==> src/rtl/pc.sv <==
// Program counter: a single Psize-bit register that advances by one
// when the controller requests it and the stall flag permits.
module pc #(
  parameter int Psize = 6
) (
  input  logic             clk,
  input  logic             reset,
  input  logic             PCincr,
  input  logic             flag,
  output logic [Psize-1:0] PCout
);

  logic [Psize-1:0] r_pc;

  // Reset wins over increment; the carry-out is dropped, so the top value wraps to 0.
  always_ff @(posedge clk) begin
    if (reset) begin
      r_pc <= '0;
    end else if (PCincr && flag) begin
      r_pc <= r_pc + Psize'(1);
    end
  end

  assign PCout = r_pc;

endmodule

==> config.mk <==
export PLATFORM = sky130hd
export DESIGN_NAME = pc
export DESIGN_NICKNAME = d
export VERILOG_FILES = /design/src/rtl/pc.sv
export SDC_FILE = /design/constraint.sdc
export NUM_CORES = 1
export LEC_CHECK = 0
export CAP_MARGIN = 40
export CORE_AREA = 5 5 42 44
export DETAILED_ROUTE_END_ITERATION = 16
export DIE_AREA = 0 0 47 49
export SYNTH_ARGS = -nofsm -noshare
export SYNTH_HDL_FRONTEND = slang
export SYNTH_SLANG_ARGS = --single-unit
==> constraint.sdc <==
create_clock -name clk -period 1.45 [get_ports clk]
set_input_delay 0.145 -clock clk [delete_from_list [all_inputs] [get_ports clk]]
set_output_delay 0.145 -clock clk [all_outputs]
set_load 0.02 [all_outputs]
Yosys cells after proc, flatten, opt, wreduce, memory -nomap -nowiden

Cells that the tools add are included.

Register bits: 6
Input port bits: 4
Output and inout bits: 6
Word-level logic and storage cells: 3

$add $sub $neg: 1
Reduce and logical (&&, ||, !) cells: 1

Operators by type and width:

| cell                                        | count |
|---|---|
| adder 6 x 1 -> 6 bit, second input constant | 1 |
| logical AND 1 bit                           | 1 |

Depth between registers and ports, before layout

Depth in word-level cells: 1
Depth in mapped cells: 4
Gate-level depth less buffers: 4

Worst setup path before layout

OpenSTA, ideal clock, no wires.

Path kind: flip-flop to flip-flop
From: reg r_pc[0] (netlist: PCout[0])
To: reg r_pc[4] (netlist: PCout[4])
Setup time: 70 ps
Arrival: 1179 ps
Data required time: 1380 ps
Setup slack: 202 ps
Stages on the path, launching flop included: 5
Buffers on the path: 0
Clock period less this slack: 1248 ps
Cell sequence: dfxtp_1 > ha_1 > nand3_1 > or3_1 > a21oi_1

Cells in the longest elaborated chain, start to end: 1

RTL lines:

| item                   | line | RTL |
|---|---|---|
| start, declared        | 13   | `logic [Psize-1:0] r_pc;` |
| start signal, assigned | 20   | `r_pc <= r_pc + Psize'(1);` |
| adder 6 x 1 -> 6 bit   | 20   |  |

Every way passes these cells.
A chain may end at the register's enable or synchronous reset.

Final worst setup path

From: reg r_pc[3] (netlist: PCout[3])
To: out PCout[3]

RTL lines:

| item          | line | RTL |
|---|---|---|
| end, declared | 10   | `output logic [Psize-1:0] PCout` |

No word-level cell between the ends.

==> key figures <==
Worst hold path
  • Hold Crit Class: reg -> reg
  • Worst hold stages: 2
  • Worst Hold Endpoint: PCout[5]
  • Hold path startpoint: PCout[5]

Placement
  • IO buf count: 9
  • Routability cong.: between 0.6 and 0.7

Global routing
  • GR Util All Layers: between 5 and 6%
  • Vias in the first global route: between 200 and 250
  • First-pass GRT wire length: 917 um
  • Pin count of the biggest net entering global routing: 7
  • Initial antenna violation count: 0
  • Global route total overflow: 0

Layout
  • Layout cells sized above 1: ~7.3%
  • Final #Nets: 48
  • ANT cells: 0
  • Area delta synth->final: 54.5%
  • Layout fillers: 157
  • Max reg flops: 6

Power and ir drop
  • Power Density: ~950 mW/mm2
  • Seq pwr share: 47.6%
  • Gate power share: under 10%
  • Int Pwr: between 0.2 and 0.3 mW
  • Clock network fraction of total power: 43.6%
  • VDD IR max: around 0.27 mV
  • Leak: between 0.1 and 0.15 nW
  • Switching share of power: a little under a quarter
  • Net Sw Power: 0.0838 mW

Routing
  • Remaining antenna violation count: 0
  • # DRC: 0
  • Vias post-DR: ~250
  • WL/cell: about 10 um
  • DRT iter0 DRCs: 6
  • WL final: 573 um
  • DR pass1 iterations: 2
  • Routed vias/inst: approximately 4.3

Die
  • Die width: between 40 and 50 um
  • # IOs: 10
  • DIE AREA: ~0.0023 mm2
  • Cell Rows: 14
  • Core area: roughly 0.0014 mm2
  • Die Y: between 40 and 50 um
  • Starting Density: between 10% and 20%

Logic synthesis
  • Ys async rst share: 0%
  • Yosys top cell area share: between 40 and 50%
  • Cell accounting for the most synthesized area: dfxtp_1
  • Post-synthesis sequential area ratio: 48.5%
  • Post-Syn Nets: 34
  • Synth warn: 0
  • Top-count cell post-synth: dfxtp_1
  • Cell count after synthesis: 29
  • Area contributors post-synth: dfxtp_1 (48%), a21oi_1 (8.1%), or3_1 (7.6%)
  • Number of synthesized flops with an enable pin: 0
  • Unique cell type count in the Yosys netlist: 12
  • #FFs+latches synth: 6
  • Synth Cell Area: between 200 and 250 um2
  • Mean post-synth cell area: between 8 and 9 um2
  • Synth Flop Type: dfxtp_1
  • Synth cell count leaders: dfxtp_1 (6), a21oi_1 (4)

Critical path
  • Top Family by Delay on Critical Path: buffers and inverters
  • CP cell instances: clkdlybuf4s50_1
  • CP arrival: between 1000 and 1500 ps
  • Delay of the slowest critical-path stage: approximately 630 ps
  • Crit start category: register
  • CP Depth: 1
  • Worst reg-to-reg setup slack: around 260 ps
  • R2r startpoint: PCout[0]
  • Slowest cell on crit path: clkdlybuf4s50_1
  • Worst Reg-to-Reg Cells: 4
  • End of the worst register-to-register path: PCout[4]
  • WP data required: approximately 1300 ps
  • Crit path capture type: primary output
  • Worst path bufs/invs: 1
  • Kind of critical path: reg -> out
  • CP max FO: 5

STA
  • Final TNS setup: 0 ps
  • Fin. Hold Viols: 0
  • Tcrit/Tclk final: 96.0%
  • Unrepaired setup endpoints after global routing: no
  • Max Clk Rate: between 700 and 800 MHz
  • Slew Viols, Final: 0
  • Setup-failing EPs final: 0
  • Clock skew: approximately 1.8 ps
  • Slew of the pin with the lowest slew margin: 232 ps
  • Final min period: roughly 1400 ps
  • Hold WS: slightly below 500 ps
  • Rel. slew slack: a little over four fifths

Clocking
  • CTS Buf Count: 3
  • Clock buffer depth: 2
  • Hold buffers post-CTS: 0
  • CTS root buf: clkbuf_4
  • Worst-Skew Late Latency: about 250 ps
  • # H-tree levels: 1
  • Sink Count: 6
  • Setup bufs post-CTS: 0
  • CTS tree: done
  • Clock slew at reported path FFs: 50 ps

Job
  • Max cap viols: 0

Status
  • Status: complete, no violations
-- timing repair --
item	in CTS	in global routing
endpoints found under the setup margin	0	1
gates resized for setup	0	1
endpoints found under the hold margin	0	0
-- how the worst max path moves through the flow --
stage | start | endpoint | slack, ps
final | PCout[3] | PCout[3] | 60
after global routing | PCout[1] | PCout[1] | 4
after CTS | PCout[0] | PCout[0] | 40
after detailed placement | flag | PCout[5] | 40
after global placement | flag | PCout[5] | 70
after floorplan | PCout[0] | PCout[4] | 200
-- metal layers --
layer	track usage (%)	routed length, um	vias up
li1	-	-	128
met1	5.74	233	111
met2	8.37	289	5
met3	3.32	31	2
met4	5.53	17	0
met5	0	0	-
-- cell type report --
class	count	area [um2]	share of cell area, %
sequential	6	120	31.4
timing repair buffer	9	92.6	24.2
tap	16	20.0	5.23
clock buffer	3	22.5	5.88
multi-input combinational	22	124	32.4
inverter	1	3.75	0.980
-- power groups by stage --
stage               registers [mW]  logic [mW]  clock network (mW)
CTS                          0.173      0.0327               0.164
floorplan                    0.180     0.00721                   0
finish                       0.173      0.0321               0.158
global placement             0.176      0.0315                   0
detailed placement           0.176      0.0327                   0
global route                 0.173      0.0344               0.173
-- kinds of logic after synthesis --
| logic type | Yosys count | synth area share (%) |
|---|---|---|
| buffers and inverters | 1 | 1.51 |
| adders and majority gates | 1 | 5.05 |
| and+or+nand+nor | 12 | 23.7 |
| DFF | 6 | 48.5 |
| xor gates and xnor gates | 2 | 7.07 |
| AOI/OAI and AO/OA | 7 | 14.1 |
-- cells in the final DEF, fill, tap and decap left out, types with 2 or more instances in the layout --
cell type        n
a21oi_1          4
clkbuf_4         3
clkdlybuf4s50_1  8
dfxtp_1          6
nand2_1          3
nand3_1          3
nor2_1           2
o21ai_0          3
or3_1            3
-- per-stage QoR --
stage / setup slack, ps / cell area [um2] / total power [mW] / instances / utilization [%]
after floorplan: 202 / 248 / 0.187 / 29 / -
after global placement: 65.9 / 358 / 0.207 / 54 / 25.5
after detailed placement: 40.4 / 358 / 0.209 / 54 / 25.5
after CTS: 36.7 / 380 / 0.370 / 57 / 27.1
after global routing: 4.13 / 383 / 0.381 / 57 / 27.3
final: 57.8 / 383 / 0.363 / 57 / 27.3
No activity file was read; power rests on OpenSTA's default activity.
